File: src/rtl/exec_stage_p.sv
// rtl/exec_stage_p.sv - execute stage: ALU/NZCV, conditional branch with flush window, multi-cycle MUL with stall
module exec_stage_p #(
    parameter int DATA_W       = 32,
    parameter int NREGS        = 16,
    parameter int MUL_CYCLES   = 4,
    parameter int FLUSH_CYCLES = 2,
    localparam int SEL_W       = $clog2(NREGS)
) (
    input  logic              clk,
    input  logic              rst_n,
    input  logic              num_to_rhs,
    input  logic [DATA_W-1:0] num,
    input  logic [SEL_W-1:0]  sel_p0,
    input  logic [SEL_W-1:0]  sel_p1,
    input  logic [SEL_W-1:0]  sel_in,
    input  logic [4:0]        uop,
    input  logic [3:0]        branch_cond,
    input  logic [SEL_W-1:0]  dbg_sel,
    output logic [DATA_W-1:0] dbg_data,
    output logic [3:0]        flags,
    output logic              stall,
    output logic              global_disable,
    output logic [DATA_W-1:0] delta_instruction
);

    localparam logic [4:0] U_ADD = 5'd1;
    localparam logic [4:0] U_SUB = 5'd2;
    localparam logic [4:0] U_AND = 5'd3;
    localparam logic [4:0] U_ORR = 5'd4;
    localparam logic [4:0] U_CMP = 5'd5;
    localparam logic [4:0] U_EOR = 5'd6;
    localparam logic [4:0] U_MOV = 5'd8;
    localparam logic [4:0] U_MUL = 5'd9;
    localparam logic [4:0] U_B   = 5'd10;

    // One down-counter serves both the MUL and FLUSH states, so size it for the longer one.
    localparam int CNT_MAX = (MUL_CYCLES > FLUSH_CYCLES) ? MUL_CYCLES : FLUSH_CYCLES;
    localparam int CNT_W   = $clog2(CNT_MAX + 1);
    // Counter ends at zero on the last cycle of the state, hence the -2 / -1 loads.
    localparam logic [CNT_W-1:0] MUL_LOAD   = CNT_W'((MUL_CYCLES > 1) ? MUL_CYCLES - 2 : 0);
    localparam logic [CNT_W-1:0] FLUSH_LOAD = CNT_W'(FLUSH_CYCLES - 1);

    typedef enum logic [1:0] {S_IDLE, S_MUL, S_FLUSH} state_t;

    state_t              state, state_nxt;
    logic [CNT_W-1:0]    cnt, cnt_nxt;
    logic [DATA_W-1:0]   regs [NREGS];
    logic [DATA_W-1:0]   mul_a, mul_b;
    logic [SEL_W-1:0]    mul_dst;

    logic [DATA_W-1:0]   lhs, rhs;
    logic [DATA_W:0]     add_full, sub_full;
    logic                add_v, sub_v;
    logic [DATA_W-1:0]   logic_res;
    logic [DATA_W-1:0]   mul_now, mul_res;
    logic                cond_hit;

    logic                wr_en;
    logic [SEL_W-1:0]    wr_sel;
    logic [DATA_W-1:0]   wr_data;
    logic [3:0]          flags_nxt;
    logic                mul_cap;
    logic [DATA_W-1:0]   delta_nxt;

    // ARM condition evaluation on {N,Z,C,V}; code 15 is never taken.
    function automatic logic cond_eval(input logic [3:0] cc, input logic [3:0] f);
        logic n, z, c, v;
        {n, z, c, v} = f;
        case (cc)
            4'd0:    cond_eval = z;
            4'd1:    cond_eval = !z;
            4'd2:    cond_eval = c;
            4'd3:    cond_eval = !c;
            4'd4:    cond_eval = n;
            4'd5:    cond_eval = !n;
            4'd6:    cond_eval = v;
            4'd7:    cond_eval = !v;
            4'd8:    cond_eval = c && !z;
            4'd9:    cond_eval = !c || z;
            4'd10:   cond_eval = (n == v);
            4'd11:   cond_eval = (n != v);
            4'd12:   cond_eval = !z && (n == v);
            4'd13:   cond_eval = z || (n != v);
            4'd14:   cond_eval = 1'b1;
            default: cond_eval = 1'b0;
        endcase
    endfunction

    assign lhs       = regs[sel_p0];
    assign rhs       = num_to_rhs ? num : regs[sel_p1];
    assign add_full  = {1'b0, lhs} + {1'b0, rhs};
    // Subtract as lhs + ~rhs + 1 so the carry out is directly NOT borrow.
    assign sub_full  = {1'b0, lhs} + {1'b0, ~rhs} + {{DATA_W{1'b0}}, 1'b1};
    assign add_v     = (lhs[DATA_W-1] == rhs[DATA_W-1]) && (add_full[DATA_W-1] != lhs[DATA_W-1]);
    assign sub_v     = (lhs[DATA_W-1] != rhs[DATA_W-1]) && (sub_full[DATA_W-1] != lhs[DATA_W-1]);
    assign logic_res = (uop == U_AND) ? (lhs & rhs) : (uop == U_ORR) ? (lhs | rhs) : (lhs ^ rhs);
    assign mul_now   = lhs * rhs;
    assign mul_res   = mul_a * mul_b;
    assign cond_hit  = cond_eval(branch_cond, flags);
    assign dbg_data  = regs[dbg_sel];

    // State register and shared cycle counter.
    always_ff @(posedge clk or negedge rst_n) begin
        if (!rst_n) begin
            state <= S_IDLE;
            cnt   <= '0;
        end else begin
            state <= state_nxt;
            cnt   <= cnt_nxt;
        end
    end

    // Next-state: MUL and taken B leave IDLE; MUL/FLUSH return when the counter hits zero.
    always_comb begin
        state_nxt = state;
        cnt_nxt   = cnt;
        case (state)
            S_IDLE: begin
                if (uop == U_MUL && MUL_CYCLES > 1) begin
                    state_nxt = S_MUL;
                    cnt_nxt   = MUL_LOAD;
                end else if (uop == U_B && cond_hit) begin
                    state_nxt = S_FLUSH;
                    cnt_nxt   = FLUSH_LOAD;
                end
            end
            S_MUL, S_FLUSH: begin
                if (cnt == '0) state_nxt = S_IDLE;
                else           cnt_nxt   = cnt - CNT_W'(1);
            end
            default: state_nxt = S_IDLE;
        endcase
    end

    // Datapath control: register/flag writes, MUL operand capture and branch delta.
    always_comb begin
        wr_en     = 1'b0;
        wr_sel    = sel_in;
        wr_data   = '0;
        flags_nxt = flags;
        mul_cap   = 1'b0;
        delta_nxt = '0;
        case (state)
            S_IDLE: begin
                case (uop)
                    U_ADD: begin
                        wr_en     = 1'b1;
                        wr_data   = add_full[DATA_W-1:0];
                        flags_nxt = {add_full[DATA_W-1], add_full[DATA_W-1:0] == '0, add_full[DATA_W], add_v};
                    end
                    U_SUB: begin
                        wr_en     = 1'b1;
                        wr_data   = sub_full[DATA_W-1:0];
                        flags_nxt = {sub_full[DATA_W-1], sub_full[DATA_W-1:0] == '0, sub_full[DATA_W], sub_v};
                    end
                    U_CMP: begin
                        flags_nxt = {sub_full[DATA_W-1], sub_full[DATA_W-1:0] == '0, sub_full[DATA_W], sub_v};
                    end
                    U_AND, U_ORR, U_EOR: begin
                        wr_en     = 1'b1;
                        wr_data   = logic_res;
                        flags_nxt = {logic_res[DATA_W-1], logic_res == '0, flags[1:0]};
                    end
                    U_MOV: begin
                        wr_en   = 1'b1;
                        wr_data = num_to_rhs ? num : lhs;
                    end
                    U_MUL: begin
                        if (MUL_CYCLES == 1) begin
                            wr_en   = 1'b1;
                            wr_data = mul_now;
                        end else begin
                            mul_cap = 1'b1;
                        end
                    end
                    U_B: begin
                        if (cond_hit) delta_nxt = num;
                    end
                    default: ;
                endcase
            end
            S_MUL: begin
                if (cnt == '0) begin
                    wr_en   = 1'b1;
                    wr_sel  = mul_dst;
                    wr_data = mul_res;
                end
            end
            default: ;
        endcase
    end

    // Register file and flags.
    always_ff @(posedge clk or negedge rst_n) begin
        if (!rst_n) begin
            for (int i = 0; i < NREGS; i++) regs[i] <= '0;
            flags <= 4'b0;
        end else begin
            if (wr_en) regs[wr_sel] <= wr_data;
            flags <= flags_nxt;
        end
    end

    // MUL operands and destination are frozen at acceptance so upstream inputs may change.
    always_ff @(posedge clk or negedge rst_n) begin
        if (!rst_n) begin
            mul_a   <= '0;
            mul_b   <= '0;
            mul_dst <= '0;
        end else if (mul_cap) begin
            mul_a   <= lhs;
            mul_b   <= rhs;
            mul_dst <= sel_in;
        end
    end

    // Registered pipeline-control outputs, derived from the state being entered.
    always_ff @(posedge clk or negedge rst_n) begin
        if (!rst_n) begin
            stall             <= 1'b0;
            global_disable    <= 1'b0;
            delta_instruction <= '0;
        end else begin
            stall             <= (state_nxt == S_MUL);
            global_disable    <= (state_nxt == S_FLUSH);
            delta_instruction <= delta_nxt;
        end
    end

endmodule

File: config.mk
export PLATFORM = sky130hd
export DESIGN_NAME = exec_stage_p
export DESIGN_NICKNAME = d
export VERILOG_FILES = /design/src/rtl/exec_stage_p.sv
export SDC_FILE = /design/constraint.sdc
export NUM_CORES = 2
export LEC_CHECK = 0
export CORE_ASPECT_RATIO = 0.6
export CORE_MARGIN = 4
export CORE_UTILIZATION = 45
export CTS_BUF_LIST = sky130_fd_sc_hd__clkbuf_16
export CTS_CLUSTER_SIZE = 16
export DETAILED_ROUTE_END_ITERATION = 8
export PLACE_DENSITY_LB_ADDON = 0.1
export SYNTH_ARGS = -nofsm -noshare
export SYNTH_HDL_FRONTEND = slang
export SYNTH_SLANG_ARGS = --single-unit
File: constraint.sdc
create_clock -name clk -period 20.8 [get_ports clk]
set_clock_uncertainty 0.1 [all_clocks]
set_input_delay 2.08 -clock clk [delete_from_list [all_inputs] [get_ports clk]]
set_output_delay 2.08 -clock clk [all_outputs]
set_load 0.02 [all_outputs]
Word level (Yosys, flattened, before mapping) --
Cells that the tools add are included.
Storage, ports and cells: output and inout bits 70, input port bits 60, logic and storage cells 147, register bits after elaboration 623
Cells by class: multiply operators 1, reduce and logical (&&, ||, !) cells 28, add/subtract/negate cells 4, magnitude comparators 5, multiplexer cells 39, equal/unequal tests 35, bitwise logic cells 9
Operator list (number):
- 512-bit bitwise mux | 1
- 32-bit two-way mux | 15
- 32-bit binary-select mux with 4-bit select | 3
- 32-bit demux with 4-bit select | 1
- 32-bit case mux with 4 select lines | 1
- 32-bit logical NOT | 3
- 32-bit by 32-bit adder with 33-bit output | 2
- 32-bit case mux with 2 select lines | 1
- 33-bit by 1-bit adder with 33-bit output, second input constant | 1
- 32-bit bitwise AND | 1
- 32-bit by 32-bit multiplier with 32-bit output | 1
- 32-bit NOT | 1
- 32-bit bitwise OR | 1
- 32-bit bitwise XOR | 1
- 4-bit == test, second input constant | 7
- 5-bit greater-or-equal comparator, second input constant | 4
- 4-bit NOT with 5-bit output | 4
- 4-bit by 3-bit == test with 1-bit output, second input constant | 4
- 5-bit by 3-bit == test with 1-bit output, second input constant | 3
- 5-bit by 4-bit == test with 1-bit output, second input constant | 3
- 1-bit case mux with 15 select lines | 1
- 4-bit case mux with 3 select lines | 1
- 5-bit by 2-bit == test with 1-bit output, second input constant | 2
- 3-bit two-way mux | 3
- 31 further kinds | 56

Depth between registers and ports, before layout --
depth after elaboration 11, gate-level depth with buffers 30, mapped depth without buffers 27

Worst setup path before layout --
No wires, ideal clock.
path kind input to register, from input sel_p1[0], to register regs[156] (netlist bit), arrival 7.690 ns, required time 20.576 ns, path slack 12.886 ns, buffers on the path 4, cell stages on the path 18, path through clkbuf_1 buf_1 mux4_2 mux4_2 mux2i_1 ha_1 buf_6 or4_4 or3_4 or3_4 o311ai_2 nand2_2 a221o_1 a222oi_1 nor2_1 a211oi_2 buf_6 o21ai_2
Between the ends: cells in the longest elaborated chain, start to end 11, elaborated cells between the ends (all ways) 17
Ends and longest elaborated chain:
- start, declared | RTL line 14 | input logic [SEL_W-1:0] sel_p1,
- 4-bit NOT with 5-bit output (implied by the code) (*) | RTL line 90 | assign rhs = num_to_rhs ? num : regs[sel_p1];
- 32-bit binary-select mux with 4-bit select (*) | RTL line 90
- 32-bit two-way mux (implied by the code) (*) (2 in series) | RTL line 90
- 32-bit two-way mux (*) | RTL line 90
- 32-bit NOT, or another cell as far along | RTL line 93 | assign sub_full = {1'b0, lhs} + {1'b0, ~rhs} + {{DATA_W{1'b0}}, 1'b1};
- 32-bit by 32-bit adder with 33-bit output / 32-bit two-way mux (equally long branches) | RTL line 93, 96
- 33-bit by 1-bit adder with 33-bit output / 32-bit two-way mux (equally long branches) | RTL line 93, 96
- 32-bit case mux with 4 select lines (*) | RTL line 145 | case (uop)
- 32-bit case mux with 2 select lines (*) | RTL line 143 | case (state)
- 512-bit bitwise mux (*) | RTL line 199 | if (wr_en) regs[wr_sel] <= wr_data;
- end signal, assigned by index | RTL line 199
- end, declared | RTL line 47 | logic [DATA_W-1:0] regs [NREGS];
Every way passes the cells marked *; elsewhere a longest branch is shown, timed or not. The select of a mux whose other input is x is not followed. A chain may end at the register's enable or synchronous reset.

Worst setup path after layout --
from input sel_p1[0], to register regs[444] (netlist bit)
Same word-level chain as after synthesis.

==> results.json <==
{
  "initial_core_util_pct": 45.36,
  "slew_headroom_pct": 10.85,
  "hold_buffers": 0,
  "wl_mm": 194.4,
  "wl_per_cell_um": 27.77,
  "dieArea_um2": 131000,
  "drive_gt1_share_pct": 16.06,
  "h-tree-depth": 3,
  "syn_area_um2": 56300,
  "clock-root-buffer": "clkbuf_16",
  "hold_viol_final": 0,
  "grt_max_degree": 142,
  "antenna_found_initial": 9,
  "core_area_um2": 124100,
  "place_congestion": 0.9953,
  "mostFrequentLayoutCells": "690 x nand2_1, 622 x dfrtp_1, 489 x inv_1",
  "final_cells": 7000,
  "worstPathArrival_ns": 9.63,
  "grt_pass1_vias": 42160,
  "worst_pin_slew_ns": 1.323,
  "grt_setup_unrepaired": "no",
  "power_mw": 6.842,
  "ys.flop_type": "dfrtp_1",
  "hpwl_mm": 138.4,
  "drt-pass1-iter-count": 6,
  "layout.nets": 5953,
  "vdd_drop_max_v": 0.00009891,
  "multi_input_area_um2": 37400,
  "synth_area_per_cell_um2": 10.47,
  "cp_max_fo": 69,
  "setup_ws_ns": 11.55,
  "finalInstanceArea_um2": 61250,
  "fp.dieH_um": 282.0,
  "regArea_um2": 15590,
  "period_share_pct": 44.45,
  "synth_cell_types": 87,
  "yosys_warnings": 0,
  "die_w_um": 464.7,
  "synth_enable_flop_cells": 0,
  "cts_buffers": 69,
  "hp-class": "flop to flop",
  "clk_latency_ns": 0.68,
  "drcViolationCount": 0,
  "status": "completed",
  "row_count": 100,
  "dr_total_vias": 42600,
  "cts.sinks": 623,
  "dp_slack_ns": 11.02,
  "fin_crit_ns": 9.246,
  "cp-end-kind": "flop",
  "drv_cap": 0,
  "post_cts_buffers": 0,
  "max_freq_ghz": 0.1082,
  "fin_tns_setup_ns": 0,
  "fillCellCount": 11530,
  "dpl-instance-area_um2": 59020,
  "cts_tree": "done",
  "track_usage_pct": 30.15,
  "power.density_nw_per_um2": 111.7,
  "final_common_cell": "nand2_1",
  "drtIter0Drc": 4585,
  "place_inst": 6871,
  "fin_util_pct": 49.35,
  "ant_nets": 0,
  "holdWs_ns": 0.3821,
  "cts.repair.resized": 0,
  "synthesis.nets": 6073,
  "worstPathRequired_ns": 21.19,
  "setup_viol": 0,
  "grt-ovfl-total": 0,
  "via_per_inst": 6.086,
  "io_buffer_count": 129,
  "async_flop_share_pct": 100.0,
  "synth-seq-cells": 623,
  "grt_pass1_wl_mm": 292.9,
  "synth_seq_area_share_pct": 27.69,
  "boundaryPins": 130,
  "worst-setup-path-type": "primary input to flop",
  "cts.clk_slew.worst_paths_ns": 0.07,
  "syn_inst": 5379,
  "syn_to_final_growth_pct": 8.785,
  "clockBufferDepth": 3,
  "leakage_nw": 26.55,
  "cp-start-kind": "primary input",
  "maxSlewViolCount": 0
}
[critical path: stages]
cell and delay [ns]:
buf_8 0.61, buf_4 0.72, mux4_2 0.60, mux4_2 0.53
mux2i_1 0.30, ha_1 0.42, a211oi_1 0.33, o21ai_0 0.22
a311oi_1 0.96, nor2_1 0.26, a31oi_1 0.40, a21oi_1 0.23
a221o_1 0.33, a222oi_1 0.31, nor2_1 0.11, a211oi_4 0.89
o21ai_0 0.23
[metal layers]
layer	share of wire, %	GRT usage (%)
met5	0.069	0
met4	2.7	7.927
met3	9.1	6.742
met2	40	40.71
met1	48	48.36
[synth_stat cells, drive strengths merged, types with 11 or more instances]
cell type  count  area share, %
a211oi        52           0.70
a21o          36           0.48
a21oi        227            2.0
a221oi        14           0.22
a22oi         13           0.17
a31oi         12           0.13
and2         315            3.5
and3          36           0.40
buf           92           0.69
clkbuf       337            2.2
dfrtp        623             28
fa           410             15
ha           224            5.0
inv          478            3.2
mux2          90            1.8
mux2i         65            1.2
mux4         477             19
nand2        704            4.7
nand2b        16           0.18
nand3         30           0.27
nor2         236            1.6
nor2b         26           0.29
nor3          30           0.27
nor3b         11           0.15
nor4          19           0.25
o21ai        467            4.2
o21bai        14           0.19
o221ai        12           0.19
o22ai         19           0.21
o31ai         12           0.18
or3           15           0.18
xnor2        101            1.6
xor2          32           0.50
[power by group]
group | switching (mW) | internal, mW
clock | 0.564 | 0.678
combinational | 2.20 | 1.54
sequential | 0.400 | 1.46
total | 3.16 | 3.68
[registers in the layout, summed over array words and instances, names as in the netlist]
register	count
regs	512
delta_instruction	32
mul_a	32
mul_b	32
flags	4
mul_dst	4
cnt	3
state	2
global_disable	1
stall	1
[final timing paths]
check                                       from                               to  slack (ns)  depth (start not counted)
setup / recovery                       sel_p1[0]            regs[444]$_DFFE_PN0P_       11.55                         17
max in group asynchronous                  rst_n  delta_instruction[23]$_DFF_PN0_       15.49                          5
hold / removal             mul_b[20]$_DFFE_PN0P_            mul_b[20]$_DFFE_PN0P_        0.38                          2
min in group asynchronous                  rst_n            regs[197]$_DFFE_PN0P_        1.38                          1
hold reg to reg            mul_b[20]$_DFFE_PN0P_            mul_b[20]$_DFFE_PN0P_        0.38                          2
setup reg to reg            mul_b[8]$_DFFE_PN0P_            regs[444]$_DFFE_PN0P_       11.71                         24
[area by class of cell]
cell class / instances / share of cell area (%)
diodes: 6 / 0.02451
clock buffers: 71 / 2.901
clock inverters: 52 / 0.7089
inverters: 478 / 2.929
multi-input cells: 3849 / 61.06
flip-flops and latches: 623 / 25.46
well taps: 1683 / 3.438
repair buffers: 238 / 3.483
[logic make-up (layout without fill, tap and decap cells)]
logic type,Yosys count,in the layout,synth area share (%)
AND/OR/NAND/NOR,1485,1485,12.39
AO/OA/AOI/OAI,965,965,10.13
buffers and inverters,907,839,6.127
adder cells (fa/ha/maj),634,634,19.56
multiplexers,632,632,22.04
flip-flops,623,623,27.69
XOR/XNOR,133,133,2.069
other,0,6,0
Note: power is estimated with default switching activity, not from simulation.
